$ cat config.mk
export PLATFORM = sky130hd
export DESIGN_NAME = mux_scan_sel
export DESIGN_NICKNAME = d
export VERILOG_FILES = /design/src/rtl/mux_scan_sel.sv
export SDC_FILE = /design/constraint.sdc
export NUM_CORES = 1
export LEC_CHECK = 0
export CORE_MARGIN = 10
export CORE_UTILIZATION = 44
export CTS_CLUSTER_SIZE = 14
export DETAILED_ROUTE_END_ITERATION = 8
export GPL_TIMING_DRIVEN = 0
export PLACE_DENSITY_LB_ADDON = 0.05
export SLEW_MARGIN = 20
export SYNTH_ARGS = -nofsm -noshare
export SYNTH_HDL_FRONTEND = slang
export SYNTH_SLANG_ARGS = --single-unit
$ cat constraint.sdc
create_clock -name clk -period 1.86 [get_ports clk]
set_input_delay 0.372 -clock clk [delete_from_list [all_inputs] [get_ports clk]]
set_output_delay 0.372 -clock clk [all_outputs]
set_load 0.1 [all_outputs]
$ cat src/rtl/mux_scan_sel.sv
`default_nettype none
// ============================================================================
//  Module   : mux_scan_sel
//  Purpose  : Registered N-channel, W-bit-per-channel selector with three
//             modes: DIRECT (switch select), SCAN (automatic round-robin with
//             a programmable dwell time) and HOLD (freeze).
//
//  Ports
//    clk           in   1          system clock, rising edge
//    rst_n         in   1          asynchronous active-low reset
//    i_data        in   N*W        packed channels, channel k at [k*W +: W]
//    i_mux_select  in   SEL_W      channel index used in DIRECT mode
//    i_mode        in   2          00 DIRECT, 01 SCAN, 10 HOLD, 11 as HOLD
//    i_dwell       in   DWELL_W    SCAN presents each channel Dwell+1 cycles
//    o_out         out  W          registered selected channel data
//    o_channel     out  SEL_W      index of the channel shown on o_out
//    o_valid       out  1          o_out holds legal channel data
//    o_wrap        out  1          one-cycle pulse on SCAN step N-1 -> 0
//
//  Revision : 1.0  initial release
// ============================================================================
module mux_scan_sel #(
  parameter int N       = 7,
  parameter int W       = 1,
  parameter int DWELL_W = 4,
  localparam int SEL_W  = ($clog2(N) > 1) ? $clog2(N) : 1
) (
  input  logic               clk,
  input  logic               rst_n,
  input  logic [N*W-1:0]     i_data,
  input  logic [SEL_W-1:0]   i_mux_select,
  input  logic [1:0]         i_mode,
  input  logic [DWELL_W-1:0] i_dwell,
  output logic [W-1:0]       o_out,
  output logic [SEL_W-1:0]   o_channel,
  output logic               o_valid,
  output logic               o_wrap
);

  typedef enum logic [1:0] {
    MODE_DIRECT = 2'b00,
    MODE_SCAN   = 2'b01,
    MODE_HOLD   = 2'b10,
    MODE_RSVD   = 2'b11
  } mode_e;

  // One extra bit so that N itself is representable when N is a power of two.
  localparam logic [SEL_W:0]   c_N_EXT = (SEL_W+1)'(N);
  localparam logic [SEL_W-1:0] c_LAST  = SEL_W'(N-1);

  // --------------------------------------------------------------------------
  // State
  // --------------------------------------------------------------------------
  logic [W-1:0]       r_out;
  logic [SEL_W-1:0]   r_chan;
  logic               r_valid;
  logic               r_wrap;
  logic [DWELL_W-1:0] r_dwell_cnt;
  mode_e              r_prev_mode;

  // --------------------------------------------------------------------------
  // Next-state values
  // --------------------------------------------------------------------------
  logic [W-1:0]       w_out_nxt;
  logic [SEL_W-1:0]   w_chan_nxt;
  logic               w_valid_nxt;
  logic               w_wrap_nxt;
  logic [DWELL_W-1:0] w_dwell_nxt;
  mode_e              w_mode;
  logic [SEL_W-1:0]   w_scan_next;
  logic               w_sel_legal;

  // Pick channel idx out of the packed bus; out-of-range indices yield zero
  // so the output never carries x.
  function automatic logic [W-1:0] f_pick(input logic [N*W-1:0] data,
                                          input logic [SEL_W-1:0] idx);
    logic [W-1:0] v;
    v = '0;
    for (int k = 0; k < N; k++) begin
      if (idx == SEL_W'(k)) begin
        v = data[k*W +: W];
      end
    end
    return v;
  endfunction

  assign w_mode      = mode_e'(i_mode);
  assign w_sel_legal = ({1'b0, i_mux_select} < c_N_EXT);
  // >= rather than == keeps the scan inside 0..N-1 for non-power-of-two N.
  assign w_scan_next = (r_chan >= c_LAST) ? '0 : r_chan + SEL_W'(1);

  always_comb begin
    w_out_nxt   = r_out;
    w_chan_nxt  = r_chan;
    w_valid_nxt = r_valid;
    w_wrap_nxt  = 1'b0;
    w_dwell_nxt = r_dwell_cnt;

    case (w_mode)
      MODE_DIRECT: begin
        w_chan_nxt  = i_mux_select;
        w_dwell_nxt = '0;
        if (w_sel_legal) begin
          w_out_nxt   = f_pick(i_data, i_mux_select);
          w_valid_nxt = 1'b1;
        end else begin
          w_out_nxt   = '0;
          w_valid_nxt = 1'b0;
        end
      end

      MODE_SCAN: begin
        w_valid_nxt = 1'b1;
        if (r_prev_mode != MODE_SCAN) begin
          // Fresh entry always restarts the sweep at channel 0, no wrap.
          w_chan_nxt  = '0;
          w_dwell_nxt = '0;
          w_out_nxt   = f_pick(i_data, '0);
        end else if (r_dwell_cnt >= i_dwell) begin
          // >= so that lowering the dwell mid-count advances immediately
          // instead of counting all the way around the counter.
          w_dwell_nxt = '0;
          w_chan_nxt  = w_scan_next;
          w_out_nxt   = f_pick(i_data, w_scan_next);
          w_wrap_nxt  = (w_scan_next == '0);
        end else begin
          w_dwell_nxt = r_dwell_cnt + DWELL_W'(1);
          // Keep tracking live changes on the presented channel.
          w_out_nxt   = f_pick(i_data, r_chan);
        end
      end

      default: begin
        // HOLD and reserved: everything frozen, wrap stays low.
      end
    endcase
  end

  // --------------------------------------------------------------------------
  // Registers
  // --------------------------------------------------------------------------
  always_ff @(posedge clk or negedge rst_n) begin
    if (!rst_n) begin
      r_out       <= '0;
      r_chan      <= '0;
      r_valid     <= 1'b0;
      r_wrap      <= 1'b0;
      r_dwell_cnt <= '0;
      r_prev_mode <= MODE_HOLD;
    end else begin
      r_out       <= w_out_nxt;
      r_chan      <= w_chan_nxt;
      r_valid     <= w_valid_nxt;
      r_wrap      <= w_wrap_nxt;
      r_dwell_cnt <= w_dwell_nxt;
      r_prev_mode <= w_mode;
    end
  end

  assign o_out     = r_out;
  assign o_channel = r_chan;
  assign o_valid   = r_valid;
  assign o_wrap    = r_wrap;

endmodule
`default_nettype wire

==> out/qor.yml, run 1 <==
final_layout:
  layout_commonest_cell: "clkdlybuf4s50_1"
  area_delta_synth_final_pct: 52.3
  layout.cells.non_filler: 170
  fillers: 180
  diodes: 0
  fin_nets: 171
  fin_area_um2: 1500
  mostFrequentLayoutCells: "13 x clkdlybuf4s50_1, 11 x nand2_1, 8 x dfrtp_1"
  final_layout_size_suffix_gt1_share_pct: 32.4
grt:
  use_met2_pct: 18.0
  grt_pass1_wl_um: 4300
  use_met3_pct: 4.63
  antenna_found_initial: 0
  grt_pass1_vias: 915
  grt_use_met1_pct: 15.9
  grt_usage_pct: 11.9
  busiest_layer: "met2"
  overflow: 0
  grt_max_degree: 13
sta:
  hold_viol: 0
  period_minus_slack_ns: 1.85
  setup_violations: 0
  maxSlewHeadroom_pct: 37.0
  fin_skew_ns: 0.00469
  hold_ws_ns: 0.445
  final_max_slew_viol_count: 0
  rsz0062_at_grt: "true"
  tightestPinTransition_ns: 0.948
  max_freq_mhz: 540
  fin_crit_sh_pct: 99.6
floorplanning:
  fp.dieH_um: 67.3
  rows: 17
  core_region_area_um2: 2170
  ios: 24
  start_util_pct: 45.3
  dieArea_um2: 4530
  die_w_um: 67.3
placement:
  gp_congestion: 0.819
  hpwlAfterDp_um: 1880
  io_buffers: 23
  place_area_um2: 1300
  place_inst: 160
critical_path:
  critPathLaunchType: "input pin"
  crit_path_max_incr_delay_ns: 0.47
  crit_slowest_cell: "clkdlybuf4s50_1"
  worstPathArrival_ns: 2.03
  path_class: "input pin to register"
  cp_data_required_time_ns: 2.04
  cp_max_fo: 6
  end_kind: "register"
  crit_path_cell_trace: "clkdlybuf4s50_1 > inv_2 > ha_4 > nand2_2 > nor2_2 > a211oi_4 > buf_6 > a41oi_4 > mux2i_1"
drt:
  wl_um: 2530
  drc: 0
  antenna_left: 0
  via_per_inst: 5.46
  first_pass_iters: 4
  detail_route.wl_per_cell_um: 14.9
  drt_iter0_drc: 32
  vias: 929
yosys:
  ys_types: 37
  avgSynthCellArea_um2: 9.02
  yosysWarningCount: 0
  synth_area_leaders: "dfrtp_1 28%, ha_1 13%, mux2i_1 5.1%"
  synth_area_leader_cell: "dfrtp_1"
  ys_ff_latch: 12
  netlist_area_um2: 983
  syn_inst: 109
  seq_area_frac_synth_pct: 30.7
  syn_nets: 137
  yosys.area.top_type_share_pct: 28.0
clocking:
  clk_path_buf_depth: 2
  root_buffer: "clkbuf_4"
  numCtsBuffers: 3
  hold_buffers: 0
  cts_tree: "done"
  clock_latency_ns: 0.26
  h-tree-depth: 1
  cts_sinks: 12
  path_clk_slew_ns: 0.07
run:
  maxCapViolations: 0
power:
  irDropWorstVdd_mv: 0.521
  power.density_nw_per_um2: 696
  p_leak_nw: 0.626
outcome:
  status: "finished clean"
min_path:
  min_path_type: "input pin to async pin"
==> state kept, by name, indices dropped and copies added, names as in the netlist <==
signal / flops
r_prev_mode: 2
o_channel: 3
o_out: 1
r_dwell_cnt: 4
o_valid: 1
o_wrap: 1
==> power by group <==
group,switching [mW],internal [mW]
Combinational,0.301,0.231
Sequential,0.0288,0.284
Clock,0.0787,0.119
==> stage by stage <==
step                      setup WS, ns  setup TNS, ns  total power [mW]  util [%]
after detailed placement        -0.508          -3.43             0.757      60.0
after global placement          -0.460          -3.09             0.752      60.0
final                          0.00813              0              1.04      69.0
after floorplan                -0.0745        -0.0745             0.630         -
after CTS                     -0.00276       -0.00276             0.996      66.4
after global routing           -0.0615         -0.158              1.11      69.0
==> cell usage after synthesis, drive strengths merged <==
cell,count
dfstp,1
dfrtp,11
clkbuf,1
o21a,1
o41ai,1
a32oi,2
a31oi,1
a22oi,1
a2bb2oi,2
nor4,1
nor2b,5
o22ai,1
mux4,1
a21oi,6
xor2,1
a32o,1
nand2b,4
xnor2,1
nand3b,2
nand2,12
nand4b,3
nor2,8
o21ai,7
mux2i,5
o211ai,1
a211oi,2
a31o,1
buf,2
a221o,1
nor3,1
inv,9
ha,10
a41oi,2
o211a,1
==> kinds of logic (layout without fill, tap and decap cells) <==
family	count (synthesis)	after routing	synth area share, %
AOI/OAI and AO/OA	31	31	23.9
xor gates and xnor gates	2	2	1.78
adders and majority gates	10	10	12.7
buffers and inverters	12	45	4.83
DFF	12	12	30.7
muxes	6	6	7.38
and+or+nand+nor	36	36	18.7
==> metal layers <==
metal | wire length (µm) | vias up
li1 | - | 466
met1 | 1150 | 437
met2 | 1200 | 24
met3 | 172 | 2
met4 | 8 | 0
met5 | 0 | -
==> repair_timing <==
| item | in CTS | in global routing |
|---|---|---|
| gates cloned | 0 | 0 |
| setup buffers | 3 | 3 |
| endpoints found under the setup margin | 12 | 7 |
| gates resized for setup | 28 | 14 |
| pin swaps | 7 | 6 |
==> cell type report <==
class                   count  area [µm²]  share of cell area, %
plain buffers               3        30.0                   2.01
well taps                  28        35.0                   2.34
clock buffers               4        36.3                   2.42
repair buffers             29         275                   18.4
multi-input cells          85         772                   51.5
flip-flops and latches     12         310                   20.7
inverters                   9        38.8                   2.59
==> worst max-delay path, delay by kind of cell <==
kind | cells | cell delay (ns)
AO/OA/AOI/OAI | 2 | 0.29
AND/OR/NAND/NOR | 2 | 0.20
adder cells (fa/ha/maj) | 1 | 0.26
buffers and inverters | 3 | 0.66
multiplexers | 1 | 0.24
==> path summary, 6_finish.rpt <==
kind,from,depth (start not counted),slack [ns],to
setup / recovery,i_dwell[3],9,0.008,o_channel[2]
hold / removal,rst_n,1,0.45,r_dwell_cnt[2]
setup reg to reg,o_channel[0],8,0.03,o_out
hold reg to reg,r_dwell_cnt[0],2,0.57,r_dwell_cnt[0]
max in group asynchronous,rst_n,1,1.03,o_channel[1]
min in group clk,i_mode[1],1,0.52,r_prev_mode[1]
Note: power is estimated with default switching activity, not from simulation.
==> inputs of run 2 (changes only) <==
--- a/config.mk
+++ b/config.mk
@@ -7,6 +7,7 @@
 export LEC_CHECK = 0
 export CORE_MARGIN = 10
 export CORE_UTILIZATION = 44
+export CTS_CLUSTER_DIAMETER = 60
 export CTS_CLUSTER_SIZE = 14
 export DETAILED_ROUTE_END_ITERATION = 8
 export GPL_TIMING_DRIVEN = 0
==> results of run 2 <==
The final DEF is identical to that of run 1; final timing and power are the same.
==> inputs of run 3 (changes only) <==
--- a/config.mk
+++ b/config.mk
@@ -6,7 +6,7 @@
 export NUM_CORES = 1
 export LEC_CHECK = 0
 export CORE_MARGIN = 10
-export CORE_UTILIZATION = 44
+export CORE_UTILIZATION = 48
 export CTS_CLUSTER_DIAMETER = 60
 export CTS_CLUSTER_SIZE = 14
 export DETAILED_ROUTE_END_ITERATION = 8
==> constraint.sdc (replaced) <==
create_clock -name clk -period 1.8 [get_ports clk]
set_input_delay 0.36 -clock clk [delete_from_list [all_inputs] [get_ports clk]]
set_output_delay 0.36 -clock clk [all_outputs]
set_load 0.1 [all_outputs]
==> run 3 against run 2 <==
The flow now finishes with violations (setup timing). Combinational power rose by 25%. Sequential power up 5%. Cell count is 1.2% higher. Register-to-register slack got worse by 0.097 ns. Final area is 5.2% higher. Critical path depth is 1 lower. Highest routed layer unchanged.
==> out/qor.yml, run 3 (same netlist as run 1, synthesis figures left out) <==
sta:
  fin_tns_setup_ns: -0.0930  # -0.0930 ns
  period_minus_slack_ns: 1.87
  maxSlewHeadroom_pct: 63.6  # +27 points
  tightestPinTransition_ns: 0.549  # -0.400 ns
  hold_viol: 0  # unchanged
  rsz0062_at_grt: "true"
  setup_violations: 2  # +2
  fin_skew_ns: 0.00245  # -0.00224 ns
  max_freq_mhz: 536
  finalWorstSetupSlack_ns: -0.0669  # -0.0750 ns
  final_max_slew_viol_count: 0  # unchanged
  fin_crit_sh_pct: 104
critical_path:
  path_class: "register to register"
  worstPathArrival_ns: 2.05  # +0.02 ns
  critPathLaunchType: "register"
  cp_max_fo: 5  # -1
  r2r-start: "r_dwell_cnt[0]"
  end_kind: "register"
  cp-startpoint: "r_dwell_cnt[0]"
  cp_data_required_time_ns: 1.98  # -0.06 ns
grt:
  grt_usage_pct: 14.1  # +2.2 points
  use_met2_pct: 23.8  # +5.8 points
  grt_use_met1_pct: 16.5  # +0.60 points
  use_met3_pct: 4.92  # +0.29 points
  busiest_layer: "met2"
  grt_pass1_wl_um: 4900  # +14%
  grt_pass1_vias: 1046  # +14%
  overflow: 0  # unchanged
  antenna_found_initial: 0  # unchanged
  grt_max_degree: 13  # unchanged
drt:
  drt_iter0_drc: 46  # +44%
  first_pass_iters: 4  # unchanged
  via_per_inst: 5.83  # +6.6%
  drc: 0  # unchanged
  antenna_left: 0  # unchanged
  wl_um: 3220  # +27%
  vias: 1002  # +7.9%
  detail_route.wl_per_cell_um: 18.7  # +26%
clocking:
  cts_sinks: 12  # unchanged
  numCtsBuffers: 3  # unchanged
  h-tree-depth: 1  # unchanged
  clock_latency_ns: 0.28  # +0.02 ns
  cts_tree: "done"
  clk_path_buf_depth: 2  # unchanged
  path_clk_slew_ns: 0.07  # about the same
  root_buffer: "clkbuf_4"
floorplanning:
  core_region_area_um2: 1960  # -9.6%
  dieArea_um2: 4260  # -5.9%
  fp.dieH_um: 65.3  # -3.0%
  die_w_um: 65.3  # -3.0%
  rows: 16  # -1
  start_util_pct: 50.1  # +4.8 points
  ios: 24  # unchanged
min_path:
  min_path_type: "input pin to async pin"
final_layout:
  fin_nets: 174  # +1.8%
  diodes: 0  # unchanged
  layout_commonest_cell: "clkdlybuf4s50_1"
  final_layout_size_suffix_gt1_share_pct: 38.6  # +6.2 points
  top_register: "r_dwell_cnt"
  largest_reg_flops: 4  # unchanged
  layout.cells.non_filler: 172  # +1.2%
  mostFrequentLayoutCells: "15 x clkdlybuf4s50_1, 12 x nand2_1, 8 x dfrtp_1"
  area_delta_synth_final_pct: 60.2
outcome:
  failed_checks: "setup timing"
  status: "complete, but fails checks"
placement:
  io_buffers: 23  # unchanged
  place_worst_setup_slack_ns: -0.532  # -0.0245 ns
  gp_congestion: 0.878  # +7.2%
  hpwlAfterDp_um: 2030  # +8.0%
  place_inst: 159  # -0.63%
power:
  power.density_nw_per_um2: 744  # +6.9%
  p_leak_nw: 0.639  # +2.1%
  irDropWorstVdd_mv: 0.554  # +6.3%
run:
  maxCapViolations: 0  # unchanged
## run 3: changes by cell type in the layout (fill, tap and decap cells not counted), sizes merged
cell / change
clkbuf: -2
clkdlybuf4s50: +2
buf: +5
dlymetal6s2s: -2
## run 3: metal layers
layer | up-vias | share of wire (%)
met2 | 37 | 49
li1 | 471 | -
met3 | 4 | 7.1
met1 | 490 | 43
met4 | 0 | 0.59
met5 | - | 0
## run 3: layout make-up
cell class                 count  area [µm²]
multi-input combinational     85         836
buffer                         1        5.00
sequential                    12         310
inverter                       9        43.8
timing repair buffer          34         320
tap                           27        33.8
clock buffer                   4        26.3
fill                         131         387
## run 3: what timing repair did
| item | in CTS | in global routing |
|---|---|---|
| hold endpoints to repair | 0 | 0 |
| setup buffers | 8 | 3 |
| gates resized for setup | 38 | 22 |
| endpoints found under the setup margin | 12 | 9 |
| hold buffers | 0 | 0 |
| pin swaps | 14 | 17 |
## run 3: final timing paths
check	end	slack [ns]	cells after the start
worst max-delay path	o_channel[2]	-0.07	8
worst min-delay path	o_wrap	0.42	1
worst max register to register	o_channel[2]	-0.07	8
worst min register to register	o_out	0.60	3
max in group asynchronous	o_channel[0]	0.98	1
min in group clk	r_prev_mode[1]	0.50	1
## run 3: stage by stage
stage / power [mW] / cell area (µm²) / utilization [%] / hold slack (ns)
2_1_floorplan: 0.651 / 1040 / - / 0.0644
3_3_place_gp: 0.778 / 1300 / 66.3 / 0.527
3_5_place_dp: 0.786 / 1300 / 66.3 / 0.530
4_1_cts: 1.06 / 1490 / 76.1 / 0.432
5_1_grt: 1.23 / 1580 / 80.3 / 0.443
6_report: 1.17 / 1580 / 80.3 / 0.420
## run 3: critical path, stage by stage (launching register included)
cell	delay, ns
dfrtp_1	0.39
inv_1	0.06
ha_1	0.26
nand2b_4	0.14
a21oi_2	0.14
nor2_2	0.06
a211oi_4	0.23
a41oi_4	0.23
mux2i_1	0.26
## run 3: power breakdown
part | internal [mW] | leakage [nW] | total, mW | switching, mW
combinational | 0.295 | 0.478 | 0.663 | 0.368
sequential | 0.293 | 0.146 | 0.328 | 0.0350
clock | 0.0862 | 0.0150 | 0.180 | 0.0942
